$ cat src/rtl/bp_pkg.sv
// Shared definitions for the branch predictor: mode encodings and counter helpers.
// Purely combinational helpers; no state lives here.
// No flow control; callers decide when the results are applied.
package bp_pkg;

    // Indexing modes for the pattern history table
    localparam int BP_BIMODAL = 0;
    localparam int BP_GSHARE  = 1;

    // Widest saturating counter the helpers below are written for
    localparam int BP_CNT_W_MAX = 4;

    // Weakly-not-taken starting value for a counter of width w: 2^(w-1)-1
    function automatic logic [BP_CNT_W_MAX-1:0] cnt_init(input int unsigned w);
        logic [BP_CNT_W_MAX:0] v;
        v = (5'd1 << (w - 1)) - 5'd1;
        return v[BP_CNT_W_MAX-1:0];
    endfunction

    // One saturating step of a w-bit counter: up when 'up', else down
    function automatic logic [BP_CNT_W_MAX-1:0] cnt_sat_step(
        input logic [BP_CNT_W_MAX-1:0] cnt,
        input logic                    up,
        input int unsigned             w
    );
        logic [BP_CNT_W_MAX:0] lim;
        lim = (5'd1 << w) - 5'd1;
        if (up) begin
            return ({1'b0, cnt} == lim) ? cnt : cnt + 4'd1;
        end
        return (cnt == 4'd0) ? cnt : cnt - 4'd1;
    endfunction

endpackage

$ cat src/rtl/branch_history_predictor_if.sv
// Lookup / update / status bundle between the pipeline and the branch predictor.
// No latency of its own; pred_* are combinational from the lookup fields.
// stall freezes predictor state; the master keeps driving lookups while stalled.
interface branch_history_predictor_if #(
    parameter int PC_W  = 30,
    parameter int IDX_W = 6,
    parameter int GHR_W = 6
);
    logic             stall;
    logic             lookup_valid;
    logic             lookup_is_branch;
    logic [PC_W-1:0]  lookup_pc;
    logic             pred_taken;
    logic [IDX_W-1:0] pred_idx;
    logic [GHR_W-1:0] pred_ghr;
    logic             update_valid;
    logic [IDX_W-1:0] update_idx;
    logic             update_taken;
    logic             update_mispredict;
    logic [GHR_W-1:0] update_ghr;
    logic [15:0]      mispredict_count;

    // Pipeline side: drives fetch lookups and ID-stage resolutions
    modport master (
        output stall, lookup_valid, lookup_is_branch, lookup_pc,
        output update_valid, update_idx, update_taken, update_mispredict, update_ghr,
        input  pred_taken, pred_idx, pred_ghr, mispredict_count
    );

    // Predictor side
    modport slave (
        input  stall, lookup_valid, lookup_is_branch, lookup_pc,
        input  update_valid, update_idx, update_taken, update_mispredict, update_ghr,
        output pred_taken, pred_idx, pred_ghr, mispredict_count
    );
endinterface

$ cat src/rtl/bp_ghr.sv
// Global history register with speculative shift and mispredict repair.
// One-cycle update; the current value is visible on ghr_o the cycle it is held.
// stall_i holds the register; repair wins over a same-cycle speculative shift.
module bp_ghr
    import bp_pkg::*;
#(
    parameter int GHR_W = 6
) (
    input  logic             clk,
    input  logic             rst,
    input  logic             stall_i,
    input  logic             spec_vld_i,
    input  logic             spec_bit_i,
    input  logic             repair_vld_i,
    input  logic [GHR_W-1:0] repair_ghr_i,
    input  logic             repair_bit_i,
    output logic [GHR_W-1:0] ghr_o
);

    logic [GHR_W-1:0] ghr_q;
    logic [GHR_W-1:0] ghr_d;
    logic [GHR_W-1:0] shifted_spec;
    logic [GHR_W-1:0] shifted_repair;

    // A one-bit history is simply replaced; wider ones shift the new outcome in at bit 0
    generate
        if (GHR_W == 1) begin : g_one_bit
            logic unused_repair_ghr;
            assign shifted_spec      = spec_bit_i;
            assign shifted_repair    = repair_bit_i;
            assign unused_repair_ghr = repair_ghr_i[0];
        end else begin : g_multi_bit
            logic unused_repair_msb;
            assign shifted_spec      = {ghr_q[GHR_W-2:0], spec_bit_i};
            assign shifted_repair    = {repair_ghr_i[GHR_W-2:0], repair_bit_i};
            assign unused_repair_msb = repair_ghr_i[GHR_W-1];
        end
    endgenerate

    // Next history: repair from the resolved branch first, else speculative shift, else hold
    always_comb begin
        ghr_d = ghr_q;
        if (!stall_i) begin
            if (repair_vld_i) begin
                ghr_d = shifted_repair;
            end else if (spec_vld_i) begin
                ghr_d = shifted_spec;
            end
        end
    end

    // History register, cleared on reset
    always_ff @(posedge clk or posedge rst) begin
        if (rst) begin
            ghr_q <= '0;
        end else begin
            ghr_q <= ghr_d;
        end
    end

    assign ghr_o = ghr_q;

endmodule

$ cat src/rtl/branch_history_predictor.sv
// Bimodal / gshare direction predictor: PHT of saturating counters plus global history.
// Zero-cycle prediction from an asynchronous PHT read; updates land on the next edge.
// stall freezes PHT, history and mispredict counter; predictions keep tracking inputs.
module branch_history_predictor
    import bp_pkg::*;
#(
    parameter int ENTRIES = 64,
    parameter int CNT_W   = 2,
    parameter int GHR_W   = 6,
    parameter int MODE    = BP_GSHARE,
    parameter int PC_W    = 30
) (
    input  logic                         clk,
    input  logic                         proc_reset,
    branch_history_predictor_if.slave    bus
);

    localparam int IDX_W = $clog2(ENTRIES);
    localparam logic [CNT_W-1:0] CNT_INIT = CNT_W'(cnt_init(CNT_W));

    logic [CNT_W-1:0] pht_q [ENTRIES];
    logic [CNT_W-1:0] upd_cnt_d;
    logic [IDX_W-1:0] lookup_idx;
    logic [GHR_W-1:0] ghr;
    logic             lookup_br;
    logic             pred_taken;
    logic             pht_upd;
    logic             repair;
    logic [15:0]      mcnt_q;
    logic [15:0]      mcnt_d;
    logic             unused_pc_hi;

    // Only the low IDX_W bits of the word address take part in indexing
    assign unused_pc_hi = ^bus.lookup_pc[PC_W-1:IDX_W];

    assign lookup_br = bus.lookup_valid & bus.lookup_is_branch;
    assign pht_upd   = bus.update_valid & ~bus.stall;
    assign repair    = bus.update_valid & bus.update_mispredict & ~bus.stall;

    // Table index: raw PC bits, or PC bits folded with the zero-extended history in gshare
    always_comb begin
        lookup_idx = bus.lookup_pc[IDX_W-1:0];
        if (MODE == BP_GSHARE) begin
            lookup_idx = bus.lookup_pc[IDX_W-1:0] ^ IDX_W'(ghr);
        end
    end

    // Prediction is the counter MSB, forced low for non-branches
    assign pred_taken = lookup_br & pht_q[lookup_idx][CNT_W-1];

    // Saturating step for the entry being trained this cycle
    always_comb begin
        upd_cnt_d = CNT_W'(cnt_sat_step(4'(pht_q[bus.update_idx]), bus.update_taken, CNT_W));
    end

    // Pattern history table; the read above sees the old value on a same-cycle write
    always_ff @(posedge clk or posedge proc_reset) begin
        if (proc_reset) begin
            for (int i = 0; i < ENTRIES; i++) begin
                pht_q[i] <= CNT_INIT;
            end
        end else if (pht_upd) begin
            pht_q[bus.update_idx] <= upd_cnt_d;
        end
    end

    // Global history; a repairing update flushes this cycle's lookup from the history
    bp_ghr #(
        .GHR_W (GHR_W)
    ) u_ghr (
        .clk          (clk),
        .rst          (proc_reset),
        .stall_i      (bus.stall),
        .spec_vld_i   (lookup_br),
        .spec_bit_i   (pred_taken),
        .repair_vld_i (bus.update_valid & bus.update_mispredict),
        .repair_ghr_i (bus.update_ghr),
        .repair_bit_i (bus.update_taken),
        .ghr_o        (ghr)
    );

    // Mispredict counter next value, sticking at all-ones
    always_comb begin
        mcnt_d = mcnt_q;
        if (repair && (mcnt_q != 16'hFFFF)) begin
            mcnt_d = mcnt_q + 16'd1;
        end
    end

    // Mispredict counter register
    always_ff @(posedge clk or posedge proc_reset) begin
        if (proc_reset) begin
            mcnt_q <= '0;
        end else begin
            mcnt_q <= mcnt_d;
        end
    end

    assign bus.pred_taken       = pred_taken;
    assign bus.pred_idx         = lookup_idx;
    assign bus.pred_ghr         = ghr;
    assign bus.mispredict_count = mcnt_q;

endmodule

$ cat src/flat_wrapper.sv
// flat-port wrapper written by rule: the top's interface ports become plain ports
module branch_history_predictor_flat import bp_pkg::*;
#(
    parameter int ENTRIES = 64,
    parameter int CNT_W   = 2,
    parameter int GHR_W   = 6,
    parameter int MODE    = BP_GSHARE,
    parameter int PC_W    = 30
)
  (clk, proc_reset, bus_stall, bus_lookup_valid, bus_lookup_is_branch, bus_lookup_pc, bus_update_valid, bus_update_idx, bus_update_taken, bus_update_mispredict, bus_update_ghr, bus_pred_taken, bus_pred_idx, bus_pred_ghr, bus_mispredict_count);
  branch_history_predictor_if #(.PC_W(PC_W), .IDX_W((6)), .GHR_W(GHR_W)) bus_i ();
  input  logic clk;
  input  logic proc_reset;
  input wire logic [$bits(bus_i.stall)-1:0] bus_stall;
  input wire logic [$bits(bus_i.lookup_valid)-1:0] bus_lookup_valid;
  input wire logic [$bits(bus_i.lookup_is_branch)-1:0] bus_lookup_is_branch;
  input wire logic [$bits(bus_i.lookup_pc)-1:0] bus_lookup_pc;
  input wire logic [$bits(bus_i.update_valid)-1:0] bus_update_valid;
  input wire logic [$bits(bus_i.update_idx)-1:0] bus_update_idx;
  input wire logic [$bits(bus_i.update_taken)-1:0] bus_update_taken;
  input wire logic [$bits(bus_i.update_mispredict)-1:0] bus_update_mispredict;
  input wire logic [$bits(bus_i.update_ghr)-1:0] bus_update_ghr;
  output wire logic [$bits(bus_i.pred_taken)-1:0] bus_pred_taken;
  output wire logic [$bits(bus_i.pred_idx)-1:0] bus_pred_idx;
  output wire logic [$bits(bus_i.pred_ghr)-1:0] bus_pred_ghr;
  output wire logic [$bits(bus_i.mispredict_count)-1:0] bus_mispredict_count;
  assign bus_i.stall = bus_stall;
  assign bus_i.lookup_valid = bus_lookup_valid;
  assign bus_i.lookup_is_branch = bus_lookup_is_branch;
  assign bus_i.lookup_pc = bus_lookup_pc;
  assign bus_i.update_valid = bus_update_valid;
  assign bus_i.update_idx = bus_update_idx;
  assign bus_i.update_taken = bus_update_taken;
  assign bus_i.update_mispredict = bus_update_mispredict;
  assign bus_i.update_ghr = bus_update_ghr;
  assign bus_pred_taken = bus_i.pred_taken;
  assign bus_pred_idx = bus_i.pred_idx;
  assign bus_pred_ghr = bus_i.pred_ghr;
  assign bus_mispredict_count = bus_i.mispredict_count;
  branch_history_predictor #(.ENTRIES(ENTRIES), .CNT_W(CNT_W), .GHR_W(GHR_W), .MODE(MODE), .PC_W(PC_W)) u_core (.clk(clk), .proc_reset(proc_reset), .bus(bus_i));
endmodule
$ cat config.mk
export PLATFORM = sky130hd
export DESIGN_NAME = branch_history_predictor_flat
export DESIGN_NICKNAME = d
export VERILOG_FILES = /design/src/rtl/bp_pkg.sv /design/src/rtl/branch_history_predictor_if.sv /design/src/rtl/bp_ghr.sv /design/src/rtl/branch_history_predictor.sv /design/src/flat_wrapper.sv
export SDC_FILE = /design/constraint.sdc
export NUM_CORES = 1
export LEC_CHECK = 0
export CAP_MARGIN = 10
export CORE_UTILIZATION = 40
export CTS_CLUSTER_DIAMETER = 40
export CTS_CLUSTER_SIZE = 8
export DETAILED_ROUTE_END_ITERATION = 6
export GPL_TIMING_DRIVEN = 0
export HOLD_SLACK_MARGIN = 0.08
export PLACE_DENSITY_LB_ADDON = 0.25
export SYNTH_ARGS = -nofsm -noshare
export SYNTH_HDL_FRONTEND = slang
export SYNTH_SLANG_ARGS = --single-unit
$ cat constraint.sdc
create_clock -name clk -period 5.4 [get_ports clk]
set_input_delay 0.81 -clock clk [delete_from_list [all_inputs] [get_ports clk]]
set_output_delay 0.81 -clock clk [all_outputs]
set_load 0.02 [all_outputs]
==> results of run 1 <==
## synth_stat cells, types with 4 or more instances
library cell	number
a21oi_1	39
nand2_1	126
buf_4	4
nand3b_1	7
mux2_2	39
o21ai_1	30
xnor2_1	8
nor2_1	89
nor3_1	9
a31oi_1	4
nor2b_1	4
and2_1	4
dfstp_2	64
mux4_2	32
a221oi_1	4
inv_1	8
mux2i_1	27
xor2_1	13
clkbuf_1	16
dfrtp_1	86
nand4_1	5
a22oi_1	4
o22ai_1	4
o211ai_1	7
buf_2	14
o21ai_0	44
and3b_1	5
nand3_1	13
## how the worst max path moves through the flow
stage | end | cells after the start
after global placement | u_core.pht_q[25] | 2
after detailed placement | bus_pred_taken | 9
after global routing | bus_pred_taken | 9
final | bus_pred_taken | 9
after CTS | bus_pred_taken | 9
after floorplan | u_core.bus.mispredict_count[0] | 1
## layout by cell type, fill, tap and decap left out, types with 5 or more instances in the layout
cell             count
nand3b_1             7
clkbuf_16           17
inv_6                7
mux2_2              39
o21ai_0             44
nor3_1               9
and3b_1              5
a21oi_1             39
o211ai_1             7
o21ai_1             30
dfrtp_1             86
nand4_1              5
nor2_1              89
mux2i_1             27
nand3_1             13
clkinvlp_4           5
inv_1                7
clkdlybuf4s50_1     52
mux4_2              32
clkbuf_1            16
xor2_1              12
dfstp_2             64
buf_2               14
xnor2_1              8
nand2_1            126
## state kept, by name, indices dropped and copies added, names as in the netlist
signal and cells:
u_core.pht_q 128, u_core.u_ghr.ghr_o 6, u_core.bus.mispredict_count 16
## metal layers
layer  up-vias  routed length (um)
met2       219               10500
met1      3048                9770
li1       2820                   -
met5         -                   0
met4         0                 745
met3        50                1390
## layout make-up
| type | instances | area share [%] |
|---|---|---|
| Multi-Input combinational cell | 552 | 40.6 |
| Timing Repair Buffer | 53 | 5.94 |
| Clock buffer | 17 | 4.61 |
| Clock inverter | 15 | 1.55 |
| Buffer | 37 | 1.86 |
| Inverter | 9 | 0.420 |
| Tap cell | 260 | 3.53 |
| Sequential cell | 150 | 41.5 |
## critical path, delay by kind of cell
family | cells | cell delay, ns
multiplexers | 2 | 0.82
XOR/XNOR | 1 | 0.45
buffers and inverters | 3 | 1.83
AO/OA/AOI/OAI | 1 | 0.11
AND/OR/NAND/NOR | 2 | 0.26
## kinds of logic (layout without fill, tap and decap cells)
logic type	Yosys count	count (layout)	synth area share, %
and+or+nand+nor	278	278	15.6
AOI/OAI and AO/OA	151	151	11.1
DFF	150	150	49.3
muxes	98	98	18.4
buffers and inverters	46	131	2.64
xor gates and xnor gates	21	21	2.37
adders and majority gates	4	4	0.563
## power by group
group	switching, uW	internal, uW	leakage (uW)
combinational	368	293	0.00160
clock	517	642	0.000264
sequential	92.3	1260	0.00181
## what timing repair did
action,CTS,global route
endpoints found under the setup margin,1,0
gates resized for setup,1,0
buffers inserted,0,0
## stage by stage
step / setup TNS [ns] / worst slack [ns]
after floorplan: 0 / 0.660
after global placement: -140.08 / -1.64
after detailed placement: -0.0473 / -0.0473
after CTS: 0 / 0.281
after global routing: 0 / 0.192
final: 0 / 0.303
==> results.ini, run 1 <==
[outcome]
status=completed

[logic_synthesis]
ys_seq_area_share_pct=49.3
synth_area_leaders=dfrtp_1 28%, dfstp_2 22%, mux4_2 9.3%
ys_ff_latch=150
ys_types=56
syn_area_um2=7770
synth_largest_area_cell=dfrtp_1
synth_nets=799
synthCells=748
synth_edf_count=0
netlist.area_leader.share_pct=27.7
synth-main-ff-cell=dfrtp_1
syn_area_per_cell_um2=10.4
async_flop_share_pct=100
yosysWarnings=0

[die]
io-pin-count=79
die_y_um=141
start_util_pct=41.1
die_area_um2=20000
coreArea_um2=18900
rows=50
die_w_um=141

[worst_setup_path]
cp_data_required_time_ns=4.59
setup.worst_path.start=bus_lookup_pc[2]
worstPathArrival_ns=4.29
critPathSlowestCell=clkbuf_1
crit_type=in -> out
end_kind=output port
rr_endpoint=u_core.u_ghr.ghr_o[0]
r2r_start=u_core.u_ghr.ghr_o[2]
cp-start-kind=input pin
cp_max_fo=10
ff2ff_path_depth=8
cpPeakStageDelay_ns=0.79
cpMostUsedCell=clkdlybuf4s50_1
regToRegSetupSlack_ns=2.15
cp_cell_sequence=clkdlybuf4s50_1 > xor2_1 > clkbuf_1 > mux4_2 > mux2i_1 > nand3_1 > nand4b_1 > o22ai_1 > clkdlybuf4s50_1

[sta]
slew_violations=0
worst_hold_slack_ns=0.461
tightest_slew_ns=1.25
period_share_pct=94.4
hold_violations=0
period_needed_ns=5.10
fin_skew_ns=0.00884
relSlewSlack_pct=15.8
rsz0062_at_grt=false
fmax_mhz=196
finalSetupViolCount=0

[finish]
fin_util_pct=48.8
syn_to_final_growth_pct=18.7
fill_cells=1780
drive_gt1_share_pct=23.2
diodes=0
final_area_um2=9230
instances_no_fill=1093
multi_input_area_um2=3740
final_net_count=871
seq_area_um2=3830

[placed_design]
port_buffers=52
routabilityCongestion=0.910
placed_cells=1061
place_area_um2=8650
dp_hpwl_um=16000

[power_and_ir_drop]
p_total_uw=3170
p_per_area_nw_per_um2=344
vdd_drop_max_mv=0.201
p_leak_uw=0.00367

[worst_hold_path]
min_to=u_core.pht_q[54]
min_from=u_core.pht_q[54]
hold_depth=2
hold_path.class=reg -> reg

[global_routing]
track_usage_pct=23.7
overflow=0
grt_pass1_vias=5979
grt_max_degree=77
grtUsageMet2_pct=37.5
grt_pass1_wl_um=35100
gr-usage-met1_pct=32.1
grt.busiest_layer=met2
use_met3_pct=4.76
antenna_found_initial=0

[clock_tree]
cts_made_buffers=17
clk_pin_slew_worst_paths_ns=0.07
insertion_delay_ns=0.44
tritoncts=done
cts_hold_buf=0
htreeDepth=4
clockBufferDepth=2
clkSinkCount=150
clockRootBuffer=clkbuf_16

[route]
wl_per_cell_um=20.5
drt-initial-drc-count=574
viasPerCell=5.61
drtAntennaViolNets=0
vias=6137
drc=0
dr.pass1.iters=5
wl_um=22400

[flow_run]
maxCapViolations=0

Power figures use the tool's default switching activity.
==> inputs of run 2 (changes only) <==
- PLACE_DENSITY: default -> 0.72
- PLACE_DENSITY_LB_ADDON: 0.25 -> default
- RECOVER_POWER: default -> 50
- clock period: 5.4 -> 6.4 ns (I/O delays scaled with it)
==> results.ini, run 2 (same netlist as run 1, synthesis figures left out) <==
[flow_run]
maxCapViolations=2  ; was 0

[sta]
finalSetupViolCount=0  ; unchanged
rsz0062_at_grt=false  ; unchanged
fmax_mhz=184
fin_tns_setup_ns=0  ; unchanged
hold_violations=0  ; unchanged
worst_hold_slack_ns=0.460  ; was 0.461 ns
period_share_pct=84.9
tightest_slew_ns=3.46  ; was 1.25 ns
relSlewSlack_pct=-132  ; was 15.8%
period_needed_ns=5.44
slew_violations=153  ; was 0
fin_skew_ns=0.00844  ; was 0.00884 ns

[worst_setup_path]
cpMostUsedCell=clkdlybuf4s50_1  ; unchanged
setup.worst_path.start=bus_lookup_pc[2]  ; unchanged
rr_endpoint=u_core.u_ghr.ghr_o[0]  ; unchanged
cpPeakStageDelay_ns=0.75  ; was 0.79 ns
cp_num_buf_inv=3  ; unchanged
worstPathArrival_ns=4.48  ; was 4.29 ns
cp_cell_sequence=clkdlybuf4s50_1 > xor2_1 > clkbuf_1 > mux4_2 > mux2i_1 > nand3_1 > nand4b_1 > o22ai_1 > clkdlybuf4s50_1  ; unchanged
crit_family=buffers and inverters  ; unchanged
cp_data_required_time_ns=5.44  ; was 4.59 ns
r2r_start=u_core.u_ghr.ghr_o[2]  ; unchanged
path_depth=9  ; unchanged
end_kind=output port  ; unchanged
cp_max_fo=10  ; unchanged
ff2ff_path_depth=8  ; unchanged
regToRegSetupSlack_ns=3.13  ; was 2.15 ns
crit_type=in -> out  ; unchanged
critPathSlowestCell=clkbuf_1  ; unchanged
cp-start-kind=input pin  ; unchanged
cp-endpoint=bus_pred_taken  ; unchanged

[finish]
final_net_count=872  ; was 871
mostFrequentLayoutCells=126 x nand2_1, 89 x nor2_1, 86 x dfrtp_1, 64 x dfstp_2, 45 x clkdlybuf4s50_1  ; was 126 x nand2_1, 89 x nor2_1, 86 x dfrtp_1, 64 x dfstp_2, 52 x clkdlybuf4s50_1
instances_no_fill=1094  ; was 1093
final_common_cell=nand2_1  ; unchanged
largest_register_ffs=128  ; unchanged
syn_to_final_growth_pct=19.2  ; was 18.7%
largest_register=u_core.pht_q  ; unchanged
diodes=0  ; unchanged
final_area_um2=9270  ; was 9230 um2
drive_gt1_share_pct=23.0  ; was 23.2%

[route]
dr.pass1.iters=5  ; unchanged
drt-initial-drc-count=631  ; was 574
wl_um=22300  ; was 22400 um
met3WireLength_um=1660  ; was 1390 um
vias=6325  ; was 6137
top_layer_used=met4  ; unchanged
viasPerCell=5.78  ; was 5.61
dr_wl_met2_um=10400  ; was 10500 um
drc=0  ; unchanged
wl_met1_um=9220  ; was 9770 um
drtAntennaViolNets=0  ; unchanged
wl_per_cell_um=20.4  ; was 20.5 um

[die]
die_w_um=141  ; unchanged
die_area_um2=20000  ; unchanged
start_util_pct=41.1  ; unchanged
coreArea_um2=18900  ; unchanged
io-pin-count=79  ; unchanged
die_y_um=141  ; unchanged
rows=50  ; unchanged

[power_and_ir_drop]
p_per_area_nw_per_um2=300  ; was 344 nW/um2
vdd_drop_max_mv=0.145  ; was 0.201 mV
p_leak_uw=0.00371  ; was 0.00367 uW
p_total_uw=2780  ; was 3170 uW

[placed_design]
port_buffers=52  ; unchanged
place_area_um2=8650  ; unchanged
dp_hpwl_um=15600  ; was 16000 um
placed_cells=1061  ; unchanged
routabilityCongestion=0.944  ; was 0.910

[clock_tree]
insertion_delay_ns=0.43  ; was 0.44 ns
cts_made_buffers=17  ; unchanged
tritoncts=done  ; unchanged
clockRootBuffer=clkbuf_16  ; unchanged
htreeDepth=4  ; unchanged
clockBufferDepth=2  ; unchanged
clkSinkCount=150  ; unchanged
clk_pin_slew_worst_paths_ns=0.06  ; was 0.07 ns
post-cts-setup-buffer-count=0  ; unchanged
cts_hold_buf=0  ; unchanged
cts_resized=0  ; was 1

[global_routing]
grt_pass1_wl_um=35200  ; was 35100 um
antenna_found_initial=0  ; unchanged
grt_pass1_vias=6204  ; was 5979
track_usage_pct=23.6  ; was 23.7%
grt_max_degree=81  ; was 77
overflow=0  ; unchanged

[outcome]
failed_checks=max-capacitance violations, max-slew violations
status=finished, violations left  ; was completed

[worst_hold_path]
hold_depth=2  ; unchanged
hold_path.class=reg -> reg  ; unchanged

run 2: changes by cell type in the layout (fill, tap and decap cells not counted), moves of 2 or more:
cell / change
clkbuf_8: +2
clkinvlp_4: -2
bufinv_16: +3
clkinv_2: +2
clkdlybuf4s50_1: -7
inv_6: -6
dlygate4sd3_1: +7
run 2: stage by stage:
stage	setup WS (ns)	utilization (%)
after detailed placement	0.717	45.8
after CTS	0.720	49.1
final	0.965	49.1
after floorplan	1.51	-
after global placement	-0.609	45.6
after global routing	0.781	49.1
run 2: how the worst min path moves through the flow:
stage                             end               from
floorplan           u_core.pht_q[104]  u_core.pht_q[104]
global placement     u_core.pht_q[38]   u_core.pht_q[38]
detailed placement   u_core.pht_q[22]   u_core.pht_q[22]
CTS                  u_core.pht_q[34]   u_core.pht_q[34]
global route        u_core.pht_q[102]  u_core.pht_q[102]
finish               u_core.pht_q[22]   u_core.pht_q[22]
run 2: where the power goes:
group          switching (uW)  internal [uW]  total (uW)
combinational             314            247         562
sequential               79.3           1070        1150
clock                     403            672        1080
run 2: worst reg2reg max path, delay by kind of cell (launching register included):
family,cells,cell delay (ns)
flops,1,0.42
mux,2,0.83
simple gates,2,0.25
compound gates,2,0.36
buf+inv,1,0.76
xor+xnor,1,0.55
run 2: routing by layer:
metal	global-route usage, %	vias up
li1	-	2816
met1	30.5	3131
met2	36.8	312
met3	5.13	66
met4	13.4	0
met5	0	-
run 2: layout make-up:
class	instances	area [um2]
buffer	37	171
clock buffer	20	457
clock inverter	12	175
fill	1720	9620
inverter	9	35.0
multi-input combinational	552	3730
sequential	150	3830
tap	260	325
timing repair buffer	54	537
